`src/rtl/led_ctrl_pkg.sv`:
```
// Shared encodings for the board LED arbiter/sequencer.
// Mode codes, FSM states and small decode helpers.
package led_ctrl_pkg;

    localparam logic [1:0] MODE_OFF   = 2'b00;
    localparam logic [1:0] MODE_SOLID = 2'b01;
    localparam logic [1:0] MODE_BLINK = 2'b10;
    localparam logic [1:0] MODE_BURST = 2'b11;

    localparam logic [4:0] BURST_ZERO_LEN = 5'd16;

    typedef enum logic [2:0] {
        ST_IDLE,
        ST_OFF_HOLD,
        ST_SOLID,
        ST_BLINK_ON,
        ST_BLINK_OFF,
        ST_BURST_ON,
        ST_BURST_OFF,
        ST_BURST_DONE
    } state_e;

    function automatic state_e entry_state(input logic [1:0] m);
        state_e s;
        unique case (m)
            MODE_SOLID: s = ST_SOLID;
            MODE_BLINK: s = ST_BLINK_ON;
            MODE_BURST: s = ST_BURST_ON;
            default:    s = ST_OFF_HOLD;
        endcase
        return s;
    endfunction

    function automatic logic led_of(input state_e s);
        return (s == ST_SOLID) || (s == ST_BLINK_ON) || (s == ST_BURST_ON);
    endfunction

endpackage

```
`src/rtl/led_blink_ctrl_tick_prescaler.sv`:
```
// Free-running clock divider producing a one-cycle tick every DIV cycles.
// clr restarts the count so the next tick lands exactly DIV cycles later.
module tick_prescaler #(
    parameter int DIV = 10
) (
    input  logic clk,
    input  logic reset_n,
    input  logic clr,
    output logic tick
);

    localparam int CW = (DIV > 1) ? $clog2(DIV) : 1;

    logic [CW-1:0] cnt_q, cnt_d;

    assign tick = (cnt_q == CW'(DIV - 1));

    always_comb begin
        cnt_d = cnt_q + CW'(1);
        if (clr || tick) cnt_d = '0;
    end

    always_ff @(posedge clk) begin
        if (!reset_n) cnt_q <= '0;
        else          cnt_q <= cnt_d;
    end

endmodule

```
`src/rtl/led_blink_ctrl.sv`:
```
// Fixed-priority LED arbiter: grants one shared LED to the lowest-index
// requester and plays its OFF/SOLID/BLINK/BURST pattern on a tick base.
module led_blink_ctrl
    import led_ctrl_pkg::*;
#(
    parameter int CLK_FREQ = 100_000_000,
    parameter int TICK_HZ  = 1000,
    parameter int NUM_REQ  = 4,
    parameter int HP_W     = 10
) (
    input  logic                 clk,
    input  logic                 reset_n,
    input  logic [NUM_REQ-1:0]   req,
    input  logic [2*NUM_REQ-1:0] mode,
    input  logic [HP_W-1:0]      half_period,
    input  logic [3:0]           burst_len,
    output logic                 led,
    output logic [NUM_REQ-1:0]   grant,
    output logic                 busy,
    output logic [NUM_REQ-1:0]   done
);

    localparam int TICK_DIV = CLK_FREQ / TICK_HZ;
    localparam int IW = (NUM_REQ > 1) ? $clog2(NUM_REQ) : 1;

    state_e             state_q, state_d;
    logic [NUM_REQ-1:0] grant_q, grant_d;
    logic [NUM_REQ-1:0] done_q, done_d;
    logic               led_q, led_d;
    logic [HP_W-1:0]    hp_q, hp_d;
    logic [4:0]         len_q, len_d;
    logic [HP_W-1:0]    phase_q, phase_d;
    logic [4:0]         pulse_q, pulse_d;

    logic [NUM_REQ-1:0] win_oh;
    logic [IW-1:0]      win_idx;
    logic               found;
    logic [1:0]         win_mode;
    logic               regrant;
    logic               tick;
    logic               phase_last;

    always_comb begin
        win_oh  = '0;
        win_idx = '0;
        found   = 1'b0;
        for (int i = 0; i < NUM_REQ; i++) begin
            if (req[i] && !found) begin
                found      = 1'b1;
                win_oh[i]  = 1'b1;
                win_idx    = IW'(i);
            end
        end
    end

    assign win_mode   = mode[{win_idx, 1'b0} +: 2];
    assign regrant    = (win_oh != grant_q);
    assign phase_last = (phase_q == hp_q - HP_W'(1));

    tick_prescaler #(.DIV(TICK_DIV)) u_presc (
        .clk     (clk),
        .reset_n (reset_n),
        .clr     (regrant),
        .tick    (tick)
    );

    always_comb begin
        grant_d = grant_q;
        state_d = state_q;
        hp_d    = hp_q;
        len_d   = len_q;
        phase_d = phase_q;
        pulse_d = pulse_q;
        if (regrant) begin
            grant_d = win_oh;
            hp_d    = (half_period == '0) ? HP_W'(1) : half_period;
            len_d   = (burst_len == 4'd0) ? BURST_ZERO_LEN : {1'b0, burst_len};
            phase_d = '0;
            pulse_d = '0;
            state_d = found ? entry_state(win_mode) : ST_IDLE;
        end else begin
            unique case (state_q)
                ST_BLINK_ON, ST_BLINK_OFF, ST_BURST_ON: begin
                    if (tick) begin
                        phase_d = phase_last ? '0 : phase_q + HP_W'(1);
                        if (phase_last) begin
                            unique case (state_q)
                                ST_BLINK_ON:  state_d = ST_BLINK_OFF;
                                ST_BLINK_OFF: state_d = ST_BLINK_ON;
                                default:      state_d = ST_BURST_OFF;
                            endcase
                        end
                    end
                end
                ST_BURST_OFF: begin
                    if (tick) begin
                        phase_d = phase_last ? '0 : phase_q + HP_W'(1);
                        if (phase_last) begin
                            if (pulse_q == len_q - 5'd1) begin
                                state_d = ST_BURST_DONE;
                            end else begin
                                pulse_d = pulse_q + 5'd1;
                                state_d = ST_BURST_ON;
                            end
                        end
                    end
                end
                ST_BURST_DONE: state_d = ST_OFF_HOLD;
                default: ;
            endcase
        end
    end

    // Outputs are registered from next state so req-to-LED latency is one cycle.
    assign led_d  = led_of(state_d);
    assign done_d = (state_d == ST_BURST_DONE) ? grant_d : '0;

    always_ff @(posedge clk) begin
        if (!reset_n) begin
            state_q <= ST_IDLE;
            grant_q <= '0;
            done_q  <= '0;
            led_q   <= 1'b0;
            hp_q    <= HP_W'(1);
            len_q   <= BURST_ZERO_LEN;
            phase_q <= '0;
            pulse_q <= '0;
        end else begin
            state_q <= state_d;
            grant_q <= grant_d;
            done_q  <= done_d;
            led_q   <= led_d;
            hp_q    <= hp_d;
            len_q   <= len_d;
            phase_q <= phase_d;
            pulse_q <= pulse_d;
        end
    end

    assign led   = led_q;
    assign grant = grant_q;
    assign busy  = |grant_q;
    assign done  = done_q;

endmodule
```
`config.mk`:
```
export PLATFORM = sky130hd
export DESIGN_NAME = led_blink_ctrl
export DESIGN_NICKNAME = d
export VERILOG_FILES = /design/src/rtl/led_ctrl_pkg.sv /design/src/rtl/led_blink_ctrl_tick_prescaler.sv /design/src/rtl/led_blink_ctrl.sv
export SDC_FILE = /design/constraint.sdc
export NUM_CORES = 1
export LEC_CHECK = 0
export CAP_MARGIN = 30
export CELL_PAD_IN_SITES_DETAIL_PLACEMENT = 1
export CELL_PAD_IN_SITES_GLOBAL_PLACEMENT = 1
export CORE_UTILIZATION = 42
export DETAILED_ROUTE_END_ITERATION = 8
export GPL_ROUTABILITY_DRIVEN = 0
export PLACE_DENSITY_LB_ADDON = 0.2
export SLEW_MARGIN = 40
export SYNTH_ARGS = -nofsm -noshare
export SYNTH_HDL_FRONTEND = slang
export SYNTH_SLANG_ARGS = --single-unit
```
`constraint.sdc`:
```
create_clock -name clk -period 3.31 [get_ports clk]
set_clock_uncertainty 0.05 [all_clocks]
set_input_delay 0.662 -clock clk [delete_from_list [all_inputs] [get_ports clk]]
set_output_delay 0.662 -clock clk [all_outputs]
set_load 0.03 [all_outputs]
```
==> metrics.csv <==
metric;value;unit
max-slew violations;0;
Async S/R FF share, synth;0;%
Top-Level Pins;38;
FP Rows;31;
Die Y;90.28;µm
Netlist cell types;66;
Final WS setup;0.3379;ns
GRT overflow;0;
critical path's largest stage delay;0.58;ns
status;complete, no violations;
Die X;90.28;µm
clk_lat worst skew;0.34;ns
CTS max path bufs;2;
slew margin rel.;67.06;%
Non-Filler Instances;530;
Hold Fails Final Rpt;0;
Data arrival, critical path;3.18;ns
DP Wirelength;5814;µm
fmax;336.5;MHz
WL per Instance;14.77;µm
R2R depth;8;
Post-synth EDFFs;0;
P_leak;1.419;nW
Crit-path slowest cell;or4_4;
Worst-path clk slew;0.07;ns
post-route clock period utilization;89.79;%
CTS tree;yes;
Max H-tree Level;3;
HP Class;reg -> reg;
final instance area;0.003980;mm²
RSZ-0062 raised after global routing;no;
Period minus WS final;2.972;ns
first-pass GRT wire length;13520;µm
syn nets;416;
Setup TNS;0;ns
VDD IR max;0.3009;mV
drt first-iter violations;47;
fillers;915;
die area;0.008150;mm²
Num CTS Buffers;9;
max cap viols;0;
final WL;7829;µm
most frequent CP cell;or4_4;
Synth Register Bits;59;
Req. time, crit path;3.51;ns
sequential area share after synthesis;36.09;%
top fanout value on the critical path;6;
number of warnings issued by yosys;0;
antenna cell count;0;
vias post-DR;2813;
number of global-route vias before repair;2925;
largest net degree at the start of global routing;18;
pre-CTS WS;0.2821;ns
postcts setup bufs;0;
WHS Path Cells;1;
total track usage;20.57;%
# clock sinks;59;
Worst setup EP type;flop;
Most used DFF post-synth;dfxtp_1;
initial antenna violation count;0;
Synth-to-Final Area Change;21.60;%
vias per cell;5.308;
critical path class;reg -> reg;
cell area after synthesis;0.003273;mm²
Post-DP Area;0.003754;mm²
antenna viol nets, final;0;
Syn Area/Cell;8.591;µm²
Post-CTS Resized;0;
Initial Utilization;44.18;%
Cells after DPL;514;
drt first pass iters;4;
Worst Tran Pin Value;0.4925;ns
core area;0.007408;mm²
pwr dens;445.8;mW/mm²
# DRC;0;
Worst setup SP type;flop;
Post-Syn Instances;381;
post-cts hold buffer count;0;
IO buf count;37;
critical path, cell by cell;or4_4, or4_4, a21oi_2, o211ai_4, o311a_4, a31oi_4, nand4_4, nor4b_4;
final setup violating endpoints;0;
CTS Root Cell;clkbuf_8;
Layout Nets;461;
layout cell share with drive strength beyond 1;10.90;%
-- area by class of cell --
type                            instances  area [µm²]  area share, %
Timing Repair Buffer                   47       445.4          11.19
Tap cell                               99       123.9          3.112
Clock buffer                           10       137.6          3.458
Multi-Input combinational cell        297        1958          49.20
Sequential cell                        59        1181          29.68
Inverter                               12       45.04          1.132
Clock inverter                          6       88.84          2.232
-- state kept, by name, summed over array words and instances (netlist names) --
register	cells
u_presc.cnt_q	17
hp_q	10
phase_q	10
len_q	5
pulse_q	5
done	4
grant	4
state_q	3
led	1
-- cells in the final DEF, fill, tap and decap left out, types with 2 or more instances in the layout --
cell type,count
buf_4,10
o21ai_1,3
or3_1,2
nor3b_1,2
or4_4,2
and3b_1,2
and3_1,8
a21oi_1,7
nor3_1,6
o211ai_1,6
nor3b_2,2
or4_1,3
bufinv_16,2
xnor2_1,21
ha_1,7
mux2i_1,6
and2_1,2
inv_1,12
xor2_1,22
nor2b_1,4
nand2_1,56
nor4_1,3
a21boi_1,13
nand2b_1,2
nor4b_4,2
dfxtp_1,59
a31oi_1,2
nor4b_1,2
clkbuf_8,10
o21ai_0,8
nand3_1,14
nor2_1,51
clkinvlp_4,2
clkdlybuf4s50_1,37
nand4_1,9
-- Yosys cell counts, types with 2 or more instances --
master | number | area share [%]
a21boi_1 | 13 | 3.0
a21oi_1 | 7 | 1.1
a31oi_1 | 2 | 0.38
and2_1 | 2 | 0.38
and3_1 | 8 | 1.5
and3b_1 | 2 | 0.54
buf_6 | 3 | 1.0
clkbuf_1 | 6 | 0.69
dfxtp_1 | 59 | 36
ha_1 | 7 | 2.7
inv_1 | 12 | 1.4
mux2i_1 | 6 | 1.8
nand2_1 | 56 | 6.4
nand2b_1 | 2 | 0.38
nand3_1 | 14 | 2.1
nand4_1 | 9 | 1.7
nor2_1 | 51 | 5.8
nor2b_1 | 4 | 0.76
nor3_1 | 6 | 0.92
nor3b_1 | 2 | 0.46
nor3b_2 | 2 | 0.76
nor4_1 | 3 | 0.57
nor4b_1 | 2 | 0.54
nor4b_4 | 2 | 1.5
o211ai_1 | 6 | 1.4
o21ai_0 | 8 | 1.2
o21ai_1 | 3 | 0.46
or3_1 | 2 | 0.38
or4_1 | 3 | 0.69
or4_4 | 2 | 0.69
xnor2_1 | 21 | 5.6
xor2_1 | 22 | 5.9
-- power breakdown --
group	internal, mW	leakage (nW)	switching (mW)	total [mW]
clock	0.444	0.108	0.296	0.740
sequential	0.733	0.481	0.0300	0.763
combinational	0.127	0.830	0.144	0.271
-- metal layers --
| layer | global-route usage, % | wire, µm |
|---|---|---|
| met1 | 24.31 | 3610 |
| met5 | 0 | 0 |
| met2 | 36.32 | 3938 |
| met4 | 7.796 | 109 |
| met3 | 4.377 | 170 |
-- critical path, delay by kind of cell, from the launching register on --
family	cells	cell delay [ns]
AND/OR/NAND/NOR	4	1.51
AO/OA/AOI/OAI	4	0.95
flip-flops	1	0.38
-- worst paths after layout --
path                                         end  slack (ns)        startpoint
worst max-delay path                     done[1]        0.34           hp_q[3]
worst min-delay path            u_presc.cnt_q[0]        0.42  u_presc.cnt_q[0]
worst max register to register           done[1]        0.34           hp_q[3]
worst min register to register  u_presc.cnt_q[0]        0.42  u_presc.cnt_q[0]
-- through the flow --
step	power (mW)	hold WS [ns]	util (%)
after floorplan	0.9631	0.3760	-
after global placement	1.042	0.3905	50.67
after detailed placement	1.050	0.4061	50.67
after CTS	1.806	0.4239	53.72
after global routing	1.867	0.4489	53.72
final	1.774	0.4179	53.72
-- cells by family after synthesis --
family                     Yosys count  share of synthesized area, %
DFF                                 59                         36.09
and+or+nand+nor                    183                         29.97
muxes                                6                         1.835
adders and majority gates            7                         2.676
xor gates and xnor gates            43                         11.51
buffers and inverters               25                         4.090
AOI/OAI and AO/OA                   58                         13.84
Power figures use the tool's default switching activity.
==> RTL edit 1, RTL diff (same flow settings) <==
Set the parameter `CLK_FREQ` to 200_000_000 (it was 100_000_000).
--- a/src/rtl/led_blink_ctrl.sv
+++ b/src/rtl/led_blink_ctrl.sv
@@ -3,7 +3,7 @@
 module led_blink_ctrl
     import led_ctrl_pkg::*;
 #(
-    parameter int CLK_FREQ = 100_000_000,
+    parameter int CLK_FREQ = 200_000_000,
     parameter int TICK_HZ  = 1000,
     parameter int NUM_REQ  = 4,
     parameter int HP_W     = 10
Function: no difference found for any inputs over 10 cycles, from zero or initial values and one cycle with reset_n low; that may be too few to reach the edited logic, so the function may still have changed.
==> RTL edit 1 against the unedited design <==
Maximum frequency decreased by 6.8%. Wire length increased by 1.4%. Total power decreased by 3.2%. First-iteration DRC count increased by 60%. Area after synthesis decreased by 3.9%. Design area decreased by 0.79%. Setup slack got worse by 220 ps. Sequential cell count increased by 1. Clock power decreased by 10%. Critical path type unchanged.
==> RTL edit 1: results (changes against the unedited design) <==
stage	metric	value	unit	change
status	status	completed		unchanged
hold_path	hold-path-cell-count	1		unchanged
timing	finalMaxSlewViolations	0		unchanged
yosys	synthAdderAreaFrac	0.0278		was 0.0268
timing	finalCritPeriodShare	0.963		was 0.898
routing	first_pass_iters	4		unchanged
cts	hold_buffers	0		unchanged
global_routing	grt_pass1_wl	13300	µm	was 13500 µm
worst_setup_path	timing.rr.start	hp_q[3]		unchanged
routing	wirelength	7940	µm	was 7830 µm
yosys	synth_area_leaders	dfxtp_1 (38%), xnor2_1 (8.1%), nor2_1 (6.1%), xor2_1 (5.8%), nand2_1 (5.1%)		was dfxtp_1 (36%), nand2_1 (6.4%), xor2_1 (5.9%), nor2_1 (5.8%), xnor2_1 (5.6%)
cts	postCtsSetupBuffers	0		unchanged
final_layout	drive_above_1_share	0.0951		was 0.109
global_routing	antenna_found_initial	0		unchanged
worst_setup_path	cp_slowest_cell	or4b_4		was or4_4
worst_setup_path	crit_arrival	3420	ps	was 3180 ps
timing	slew_headroom	0.560		was 0.671
yosys	ys_seq_area_frac	0.382		was 0.361
worst_setup_path	timing.rr.end	done[1]		unchanged
power_and_ir_drop	p_leak	0.00142	µW	about the same
final_layout	fin_cells	530		unchanged
place	dp_cells	513		was 514
worst_setup_path	timing.critical_path.from	hp_q[3]		unchanged
timing	report.final.setup_viol	0		unchanged
final_layout	nets	461		unchanged
cts	clockBufferDepth	2		unchanged
global_routing	grt_max_degree	26		was 18
yosys	synth.distinct_cells	49		was 66
worst_setup_path	cpPeakStageDelay	510	ps	was 580 ps
final_layout	reg_top3	u_presc.cnt_q x18, hp_q x10, phase_q x10		was u_presc.cnt_q x17, hp_q x10, phase_q x10
yosys	muxShareOfSynthArea	0.00994		was 0.0183
yosys	async_flop_share	0		unchanged
power_and_ir_drop	power.total	1720	µW	was 1770 µW
hold_path	hold_end	u_presc.cnt_q[0]		unchanged
place	dpl_worst_slack	82.8	ps	was 282 ps
cts	cts_max_level	3		unchanged
yosys	yosysWarnings	0		unchanged
timing	timing.hold.ws	423	ps	was 418 ps
yosys	synth_xor_xnor_area_share	0.139		was 0.115
worst_setup_path	crit_path_end_kind	flop		unchanged
routing	drt_iter0_drc	75		was 47
global_routing	grt_pass1_vias	2879		was 2925
routing	avgViaCountPerCell	5.25		was 5.31
place	post-dp-hpwl	5820	µm	was 5810 µm
global_routing	track_usage	0.220		was 0.206
yosys	synth_compound_area_frac	0.125		was 0.138
worst_setup_path	worst-r2r-setup-slack	120	ps	was 340 ps
power_and_ir_drop	p_switching	447	µW	was 470 µW
place	dpl-instance-area	0.00369	mm²	was 0.00375 mm²
yosys	synth_fp_nets	413		was 416
yosys	synthTopCellsByCount	dfxtp_1 (60), nor2_1 (51), nand2_1 (43)		was dfxtp_1 (59), nand2_1 (56), nor2_1 (51)
cts	cts_resized	0		unchanged
yosys	syn_inst	378		was 381
cts	cts_buffers	9		unchanged
final_layout	nFillCells	886		was 915
power_and_ir_drop	ir_drop	211	µV	was 301 µV
yosys	ys.flop_type	dfxtp_1		unchanged
RTL edit 1: layout make-up:
| type | count | area [µm²] | share of cell area |
|---|---|---|---|
| multi-input combinational | 288 | 1890 | 0.478 |
| sequential | 60 | 1200 | 0.304 |
| timing repair buffer | 52 | 483 | 0.122 |
| clock buffer | 15 | 166 | 0.0421 |
| tap | 99 | 124 | 0.0314 |
| inverter | 15 | 56.3 | 0.0143 |
| clock inverter | 1 | 30.0 | 0.00760 |
RTL edit 1: power groups by stage:
stage	sequential [µW]	clock, µW	combinational [µW]
2_1_floorplan	788	0	157
3_3_place_gp	785	0	255
3_5_place_dp	786	0	262
4_1_cts	771	684	265
5_1_grt	775	714	305
6_report	772	665	279
RTL edit 1: layer usage:
metal | vias up | track usage | share of wire | wire (µm)
li1 | 1406 | - | - | -
met1 | 1345 | 0.255 | 0.45 | 3600
met2 | 24 | 0.404 | 0.52 | 4110
met3 | 9 | 0.0597 | 0.018 | 140
met4 | 0 | 0.0440 | 0.011 | 85
met5 | - | 0 | 0 | 0
==> RTL edit 2, RTL diff (same flow settings) <==
Without the edit above. Register the output `led` once more, with the module's reset; this adds one clock of latency there. The other outputs are not delayed to match.
--- a/src/rtl/led_blink_ctrl.sv
+++ b/src/rtl/led_blink_ctrl.sv
@@ -137,7 +137,13 @@
         end
     end
 
-    assign led   = led_q;
+    always_ff @(posedge clk) begin
+        if (!reset_n) begin
+            led <= '0;
+        end else begin
+            led <= led_q;
+        end
+    end
     assign grant = grant_q;
     assign busy  = |grant_q;
     assign done  = done_q;
Formal check against the unedited RTL: not equivalent (Yosys sat finds a counterexample within 4 cycles, from zero or initial values and one cycle with reset_n low).
==> RTL edit 2 against the unedited design <==
Hold slack got worse by 29 ps. Maximum frequency fell by 1.1%. Design area did not move. Sequential share of layout area rose by 0.50 points. Wire length rose by 3.5%. Setup slack got worse by 34 ps. Total power rose by 4.2%. Area after synthesis fell by 1.2%. Count of clock-buffer cells in the layout rose by 2. Sequential cell count rose by 1. Core utilization rose by 0.57 points. Highest routed layer unchanged.
==> RTL edit 2: results (changes against the unedited design) <==
stage	metric	value	unit	change
worst_setup_path	timing.rr.start	hp_q[0]		was hp_q[3]
yosys	syn_inst	387		was 381
worst_setup_path	crit_arrival	3230	ps	was 3180 ps
routing	drt_iter0_drc	90		was 47
power_and_ir_drop	internal_power	1400	µW	was 1300 µW
power_and_ir_drop	p_leak	0.00150	µW	was 0.00142 µW
timing	timing.hold.ws	389	ps	was 418 ps
worst_setup_path	cp_max_fo	8		was 6
global_routing	gr-usage-met3	0.0381		was 0.0438
power_and_ir_drop	ir_drop	272	µV	was 301 µV
yosys	synth_area_leaders	dfxtp_1 (37%), xor2_1 (7.6%), nand2_1 (6.7%), nor2_1 (5.2%), xnor2_1 (4.3%)		was dfxtp_1 (36%), nand2_1 (6.4%), xor2_1 (5.9%), nor2_1 (5.8%), xnor2_1 (5.6%)
routing	wirelength	8110	µm	was 7830 µm
status	status	completed		unchanged
yosys	synthTopCellsByCount	dfxtp_1 (60), nand2_1 (58), nor2_1 (45)		was dfxtp_1 (59), nand2_1 (56), nor2_1 (51)
power_and_ir_drop	p_seq	777	µW	was 763 µW
place	post-dp-hpwl	6150	µm	was 5810 µm
worst_setup_path	timing.critical_path.from	req[1]		was hp_q[3]
yosys	synth.distinct_cells	58		was 66
yosys	synth_xor_xnor_area_share	0.119		was 0.115
global_routing	grt_pass1_wl	13800	µm	was 13500 µm
global_routing	track_usage	0.212		was 0.206
place	dp_cells	517		was 514
yosys	ys_seq_area_frac	0.372		was 0.361
final_layout	drive_above_1_share	0.0806		was 0.109
global_routing	grt_pass1_vias	2929		was 2925
==> RTL edit 2: cell count changes after synthesis, moves of 5 or more <==
cell | before | now
and2_1 | 2 | 9
nor2_1 | 51 | 45
a21boi_0 | 0 | 15
xor2_1 | 22 | 28
xnor2_1 | 21 | 16
a21boi_1 | 13 | 0
==> RTL edit 2: critical path, stage by stage <==
cell             delay (ps)
clkdlybuf4s50_1         620
nand2_1                  90
a2bb2oi_1               140
o31ai_1                 260
buf_4                   190
and2_1                  290
and4_1                  280
a311oi_2                 80
a211oi_2                400
and3b_1                 210
==> RTL edit 2: cell type report <==
cell class | count | area (µm²)
clock buffer | 12 | 155
inverter | 12 | 45.0
timing repair buffer | 47 | 445
sequential | 60 | 1200
multi-input combinational | 299 | 1910
tap | 99 | 124
fill | 872 | 3350
clock inverter | 4 | 95.1
==> RTL edit 2: metal layers <==
layer	routed length [µm]	part of all wire	vias up
met2	4130	0.51	27
li1	-	-	1422
met5	0	0	-
met4	91	0.011	0
met3	171	0.021	9
met1	3710	0.46	1384
